===== src/rtl/weight_fetch_pkg.sv =====
// Shared definitions for the weight fetch scheduler.
//   - fetch_state_t : fetch FSM states
//   - N_KW / N_BN   : kernel words and BN words per output channel
//   - wset_t        : one captured weight set (kernel, BN pair, channel index)
//   - set_xor       : XOR of all words of one set
// wset_t is sized by WF_DW / WF_CH_W. A top-level DW / CH_W override must
// match these values.
package weight_fetch_pkg;

    localparam int WF_DW   = 32;
    localparam int WF_CH_W = 8;
    localparam int N_KW    = 9;
    localparam int N_BN    = 2;

    typedef enum logic [2:0] {
        IDLE,
        WAIT_RDY,
        WAIT_DROP,
        GAP,
        DRAIN
    } fetch_state_t;

    typedef struct packed {
        logic [N_KW*WF_DW-1:0] kernel;
        logic [N_BN*WF_DW-1:0] bn;
        logic [WF_CH_W-1:0]    ch;
    } wset_t;

    function automatic logic [WF_DW-1:0] set_xor(wset_t s);
        logic [WF_DW-1:0] acc;
        acc = '0;
        for (int i = 0; i < N_KW; i++) acc ^= s.kernel[i*WF_DW +: WF_DW];
        for (int i = 0; i < N_BN; i++) acc ^= s.bn[i*WF_DW +: WF_DW];
        return acc;
    endfunction

endpackage


===== src/rtl/weight_fetch_sched_buf.sv =====
// Two-entry ping-pong buffer of weight sets.
// Ports:
//   clk, rst       : clock, asynchronous active-high reset
//   flush          : empty the buffer (pointers and count to 0)
//   push, wr_data  : write one set into the write slot (ignored when full)
//   pop            : release the read slot (ignored when empty)
//   rd_data        : contents of the read slot, straight from the slot registers
//   full, empty    : occupancy flags
// Push and pop in the same cycle advance both pointers and keep the count.
module weight_pingpong_buf
    import weight_fetch_pkg::*;
(
    input  logic  clk,
    input  logic  rst,
    input  logic  flush,
    input  logic  push,
    input  wset_t wr_data,
    input  logic  pop,
    output wset_t rd_data,
    output logic  full,
    output logic  empty
);

    wset_t      slot [2];
    logic       wr_ptr;
    logic       rd_ptr;
    logic [1:0] count;
    logic       do_push;
    logic       do_pop;

    assign full    = (count == 2'd2);
    assign empty   = (count == 2'd0);
    assign do_push = push & ~full;
    assign do_pop  = pop & ~empty;
    assign rd_data = slot[rd_ptr];

    always_ff @(posedge clk or posedge rst) begin
        if (rst) begin
            slot[0] <= '0;
            slot[1] <= '0;
            wr_ptr  <= 1'b0;
            rd_ptr  <= 1'b0;
            count   <= 2'd0;
        end else if (flush) begin
            wr_ptr  <= 1'b0;
            rd_ptr  <= 1'b0;
            count   <= 2'd0;
        end else begin
            if (do_push) begin
                slot[wr_ptr] <= wr_data;
                wr_ptr       <= ~wr_ptr;
            end
            if (do_pop) rd_ptr <= ~rd_ptr;
            case ({do_push, do_pop})
                2'b10:   count <= count + 2'd1;
                2'b01:   count <= count - 2'd1;
                default: count <= count;
            endcase
        end
    end

endmodule


===== src/rtl/weight_fetch_sched.sv =====
// Weight fetch scheduler: walks the AXI weight reader over every output
// channel of a conv layer, captures each channel's 3x3 kernel and BN pair
// into a two-entry ping-pong buffer, and hands the sets to the conv/BN
// datapath so that fetch of channel k+1 overlaps consumption of channel k.
// Ports:
//   aclk, areset              : clock, asynchronous active-high reset
//   cfg_conv_bn_en, cfg_num_ch: layer config, sampled only at cmd_run
//   cmd_run, cmd_abort        : one-cycle start / abort pulses (abort wins)
//   rd_start, rd_ready, rd_next, rd_w, rd_bn : weight reader interface
//   cv_valid, cv_accept, cv_w, cv_bn, cv_ch  : datapath interface
//   busy, done                : status (done = one-cycle pulse at layer end)
//   chksum                    : only with WEIGHT_FETCH_SCHED_CHKSUM_EN defined;
//                               XOR of every word captured since run
//
// Handshakes:
//   reader   : rd_ready high means rd_w/rd_bn hold the current set. The set is
//              captured on the edge that leaves WAIT_RDY; rd_next then stays
//              high until rd_ready=0 is sampled, and is low for at least one
//              cycle before the next capture.
//   datapath : a set transfers on every edge where cv_valid & cv_accept;
//              cv_accept without cv_valid is ignored.
module weight_fetch_sched
    import weight_fetch_pkg::*;
#(
    parameter int DW   = WF_DW,
    parameter int CH_W = WF_CH_W
) (
    input  logic              aclk,
    input  logic              areset,
    input  logic              cfg_conv_bn_en,
    input  logic [CH_W-1:0]   cfg_num_ch,
    input  logic              cmd_run,
    input  logic              cmd_abort,
    output logic              rd_start,
    input  logic              rd_ready,
    output logic              rd_next,
    input  logic [N_KW*DW-1:0] rd_w,
    input  logic [N_BN*DW-1:0] rd_bn,
    output logic              cv_valid,
    input  logic              cv_accept,
    output logic [N_KW*DW-1:0] cv_w,
    output logic [N_BN*DW-1:0] cv_bn,
    output logic [CH_W-1:0]   cv_ch,
    output logic              busy,
    output logic              done
`ifdef WEIGHT_FETCH_SCHED_CHKSUM_EN
    ,
    output logic [DW-1:0]     chksum
`endif
);

    fetch_state_t    state;
    fetch_state_t    state_nx;
    logic [CH_W-1:0] n_ch;
    logic [CH_W-1:0] fch;
    logic            start_run;
    logic            capture;
    logic            buf_full;
    logic            buf_empty;
    wset_t           buf_wr;
    wset_t           buf_rd;

    assign start_run = (state == IDLE) & cmd_run & cfg_conv_bn_en & ~cmd_abort;
    assign capture   = (state == WAIT_RDY) & rd_ready & ~buf_full & ~cmd_abort;

    assign rd_start = (state != IDLE);
    assign busy     = (state != IDLE);
    assign rd_next  = (state == WAIT_DROP);

    always_comb begin
        state_nx = state;
        case (state)
            IDLE:      if (cmd_run && cfg_conv_bn_en) state_nx = WAIT_RDY;
            WAIT_RDY:  if (rd_ready && !buf_full)     state_nx = WAIT_DROP;
            WAIT_DROP: if (!rd_ready)                 state_nx = GAP;
            GAP:       state_nx = (fch < n_ch) ? WAIT_RDY : DRAIN;
            DRAIN:     if (buf_empty)                 state_nx = IDLE;
            default:   state_nx = IDLE;
        endcase
        if (cmd_abort) state_nx = IDLE;
    end

    always_ff @(posedge aclk or posedge areset) begin
        if (areset) begin
            state <= IDLE;
            n_ch  <= '0;
            fch   <= '0;
            done  <= 1'b0;
        end else begin
            state <= state_nx;
            // Empty buffer in DRAIN means the last set has been accepted.
            done  <= (state == DRAIN) & buf_empty & ~cmd_abort;
            if (start_run) begin
                n_ch <= (cfg_num_ch == '0) ? CH_W'(1) : cfg_num_ch;
                fch  <= '0;
            end else if ((state == WAIT_DROP) && !rd_ready && !cmd_abort) begin
                fch  <= fch + CH_W'(1);
            end
        end
    end

    assign buf_wr = '{kernel: rd_w, bn: rd_bn, ch: fch};

    weight_pingpong_buf u_buf (
        .clk     (aclk),
        .rst     (areset),
        .flush   (cmd_abort),
        .push    (capture),
        .wr_data (buf_wr),
        .pop     (cv_accept),
        .rd_data (buf_rd),
        .full    (buf_full),
        .empty   (buf_empty)
    );

    assign cv_valid = ~buf_empty;
    assign cv_w     = buf_rd.kernel;
    assign cv_bn    = buf_rd.bn;
    assign cv_ch    = buf_rd.ch;

`ifdef WEIGHT_FETCH_SCHED_CHKSUM_EN
    always_ff @(posedge aclk or posedge areset) begin
        if (areset) begin
            chksum <= '0;
        end else if (cmd_abort || start_run) begin
            chksum <= '0;
        end else if (capture) begin
            chksum <= chksum ^ set_xor(buf_wr);
        end
    end
`endif

endmodule


===== config.mk =====
export PLATFORM = sky130hd
export DESIGN_NAME = weight_fetch_sched
export DESIGN_NICKNAME = d
export VERILOG_FILES = /design/src/rtl/weight_fetch_pkg.sv /design/src/rtl/weight_fetch_sched_buf.sv /design/src/rtl/weight_fetch_sched.sv
export SDC_FILE = /design/constraint.sdc
export NUM_CORES = 1
export LEC_CHECK = 0
export ABC_AREA = 1
export CAP_MARGIN = 5
export CORE_MARGIN = 1
export CORE_UTILIZATION = 25
export CTS_BUF_LIST = sky130_fd_sc_hd__clkbuf_16
export DETAILED_ROUTE_END_ITERATION = 12
export HOLD_SLACK_MARGIN = 0.08
export SLEW_MARGIN = 10
export SYNTH_ARGS = -nofsm -noshare
export SYNTH_HDL_FRONTEND = slang
export SYNTH_SLANG_ARGS = --single-unit

===== constraint.sdc =====
create_clock -name aclk -period 64.5 [get_ports aclk]
set_clock_uncertainty 0.1 [all_clocks]
set_input_delay 9.675 -clock aclk [delete_from_list [all_inputs] [get_ports aclk]]
set_output_delay 9.675 -clock aclk [all_outputs]
set_load 0.05 [all_outputs]

==> flow_summary.json <==
{
  "hold_viol": 0,
  "synth_area_um2": 33910,
  "clkTransAtPathRegs_ns": 0.06,
  "layoutNonFillerInstCount": 6478,
  "cp_num_cells": 6,
  "grt_pass1_vias": 26570,
  "num_rows": 134,
  "drt-initial-drc-count": 2347,
  "cts_setup_buffers": 0,
  "finalSetupViolations": 0,
  "grt_first_pass_wirelength_mm": 158.0,
  "min_path_cells": 2,
  "drtPass1Iterations": 5,
  "drc": 0,
  "worstPathArrival_ns": 4.74,
  "cts_resized": 0,
  "critPathKind": "flop to output port",
  "r2r_cells": 9,
  "synth_fp_nets": 4409,
  "status": "completed",
  "place_congestion": 0.8323,
  "ios": 732,
  "die-width_um": 370.3,
  "p_leak_nw": 22.33,
  "hold-worst-slack_ns": 0.3756,
  "wl_per_cell_um": 15.87,
  "grt_usage": 0.1470,
  "r2r-end": "u_buf.slot[376]",
  "core_um2": 134000,
  "postRouteAntennaNets": 0,
  "fp.dieArea_um2": 137100,
  "cts_root_buf": "clkbuf_16",
  "fin_nets": 5015,
  "syn-mean-instance-area_um2": 8.407,
  "start_util": 0.2532,
  "rsz0062_at_grt": "false",
  "yosys.cell_types.count": 26,
  "vdd.ir_drop.worst_v": 0.00003558,
  "crit_chain": "buf_4 -> buf_4 -> buf_4 -> nand2_1 -> nand2_1 -> clkdlybuf4s50_1",
  "max_cap_violations": 0,
  "setup.worst_path.start": "u_buf.rd_ptr",
  "cts_tree": "yes",
  "utilization": 0.3353,
  "ctsHoldBuffers": 0,
  "die_h_um": 370.3,
  "fin_crit_sh": 0.2251,
  "overflow": 0,
  "timing.critical_path.to": "cv_w[267]",
  "fin_tns_setup_ns": 0,
  "powerDensity_nw_per_um2": 51.65,
  "cts_sinks": 744,
  "crit_path_end_kind": "output port",
  "grt_max_degree": 203,
  "slew_viol_final": 0,
  "cp_slowest_stage_delay_ns": 0.82,
  "r2r_setup_slack_ns": 59.90,
  "hp-class": "flop to flop",
  "slew_headroom": 0.2311,
  "seq_area_frac_synth": 0.5490,
  "place.port_buffers": 731,
  "final_cell_mix": "1855 x nand2_1, 743 x dfrtp_1, 731 x clkdlybuf4s50_1",
  "synth-seq-cells": 744,
  "worstMarginPinSlew_ns": 1.153,
  "crit_slowest_cell": "clkdlybuf4s50_1",
  "ctsLongestPathBuffers": 3,
  "drive_gt1_frac": 0.1028,
  "via_count": 27890,
  "final_common_cell": "nand2_1",
  "area_growth_pct": 32.46,
  "required_ns": 54.73,
  "r2r_start": "u_buf.count[0]",
  "fmaxAchievable_mhz": 68.88,
  "syn_inst": 4034,
  "cts_made_buffers": 87,
  "critPathLaunchType": "flop",
  "routed_wl_mm": 102.8,
  "yosysWarnings": 0,
  "dpl.hpwl_mm": 70.98,
  "ctsHtreeMaxLevel": 3,
  "vias_per_cell": 4.306,
  "insertion_delay_ns": 0.68,
  "dp.cells": 6319,
  "period_needed_ns": 14.52,
  "cpMostUsedCell": "buf_4",
  "worst-path-buf-inv": 4,
  "antenna_found_initial": 15,
  "cp_top_family": "buffers and inverters",
  "worstPathMaxFanout": 73
}
synth_stat cells:
master / instances / area, um^2
nand2_1: 1856 / 6967
dfrtp_1: 744 / 18620
inv_1: 390 / 1464
o21ai_0: 373 / 1867
o21ai_2: 330 / 2890
clkbuf_1: 122 / 457.9
buf_6: 77 / 867.1
buf_2: 38 / 190.2
o21ai_1: 31 / 155.2
nor2_1: 17 / 63.81
nand3_1: 13 / 65.06
a21oi_1: 10 / 50.05
ha_1: 8 / 100.1
nor3_1: 6 / 30.03
buf_1: 4 / 15.01
inv_2: 2 / 7.510
nand4_1: 2 / 12.51
nor2_4: 2 / 22.52
xor2_1: 2 / 17.52
a21boi_0: 1 / 7.510
and3_1: 1 / 6.260
buf_4: 1 / 7.510
nand4_2: 1 / 12.51
o21a_1: 1 / 7.510
o22ai_1: 1 / 6.260
or2_1: 1 / 6.260
per-layer routing:
| metal | share of wire | wire, um | track usage |
|---|---|---|---|
| met2 | 0.45 | 45880 | 0.2237 |
| met1 | 0.45 | 45920 | 0.2005 |
| met3 | 0.084 | 8603 | 0.04287 |
| met4 | 0.022 | 2287 | 0.04363 |
| met5 | 0.0013 | 138 | 0 |
logic make-up after synthesis:
group / after synthesis / synth area share
adder cells (fa/ha/maj): 8 / 0.002952
XOR/XNOR: 2 / 0.0005166
flip-flops: 744 / 0.5490
AO/OA/AOI/OAI: 747 / 0.1469
buffers and inverters: 634 / 0.08873
AND/OR/NAND/NOR: 1899 / 0.2119
worst reg2reg max path, stage by stage, from the launching register on:
cell,delay [ns]
dfrtp_1,0.40
inv_2,0.08
nand2_1,0.10
nand4_2,0.13
or2_4,0.54
buf_12,0.60
buf_4,1.22
buf_4,0.96
nand2_1,0.27
o21ai_2,0.10
power breakdown:
group / switching [mW] / internal [mW] / leakage (nW)
Sequential: 0.0950 / 0.637 / 9.70
Clock: 0.206 / 0.264 / 1.39
Combinational: 0.758 / 0.360 / 11.2
sequential cells by signal, indices dropped and copies added (netlist names):
| signal | cells |
|---|---|
| n_ch | 8 |
| u_buf.rd_ptr | 1 |
| state | 3 |
| fch | 8 |
| u_buf.wr_ptr | 1 |
| u_buf.slot | 720 |
| done | 1 |
| u_buf.count | 2 |
per-stage QoR:
stage               cell area (um^2)  power [mW]  setup slack (ns)
floorplan                      33910       1.492             33.85
global placement               42210       1.853             50.28
detailed placement             42210       1.863             50.20
CTS                            44920       2.348             49.90
global route                   44920       2.456             49.78
finish                         44920       2.320             49.98
worst min path at each step:
| stage | startpoint | end | slack (ns) |
|---|---|---|---|
| CTS | u_buf.slot[425] | u_buf.slot[425] | 0.38 |
| finish | u_buf.slot[425] | u_buf.slot[425] | 0.38 |
| detailed placement | u_buf.slot[551] | u_buf.slot[551] | 0.37 |
| floorplan | u_buf.slot[0] | u_buf.slot[0] | 0.35 |
| global placement | u_buf.slot[625] | u_buf.slot[625] | 0.36 |
| global route | u_buf.slot[644] | u_buf.slot[644] | 0.39 |
cell type report:
type | instances | area [um^2]
multi-input cells | 2656 | 12300
well taps | 1768 | 2212
fillers | 13920 | 89040
clock buffers | 87 | 2177
clock inverters | 70 | 534.3
diodes | 2 | 5.005
flip-flops and latches | 744 | 18620
repair buffers | 759 | 7590
inverters | 392 | 1486
No activity file was read; power rests on OpenSTA's default activity.
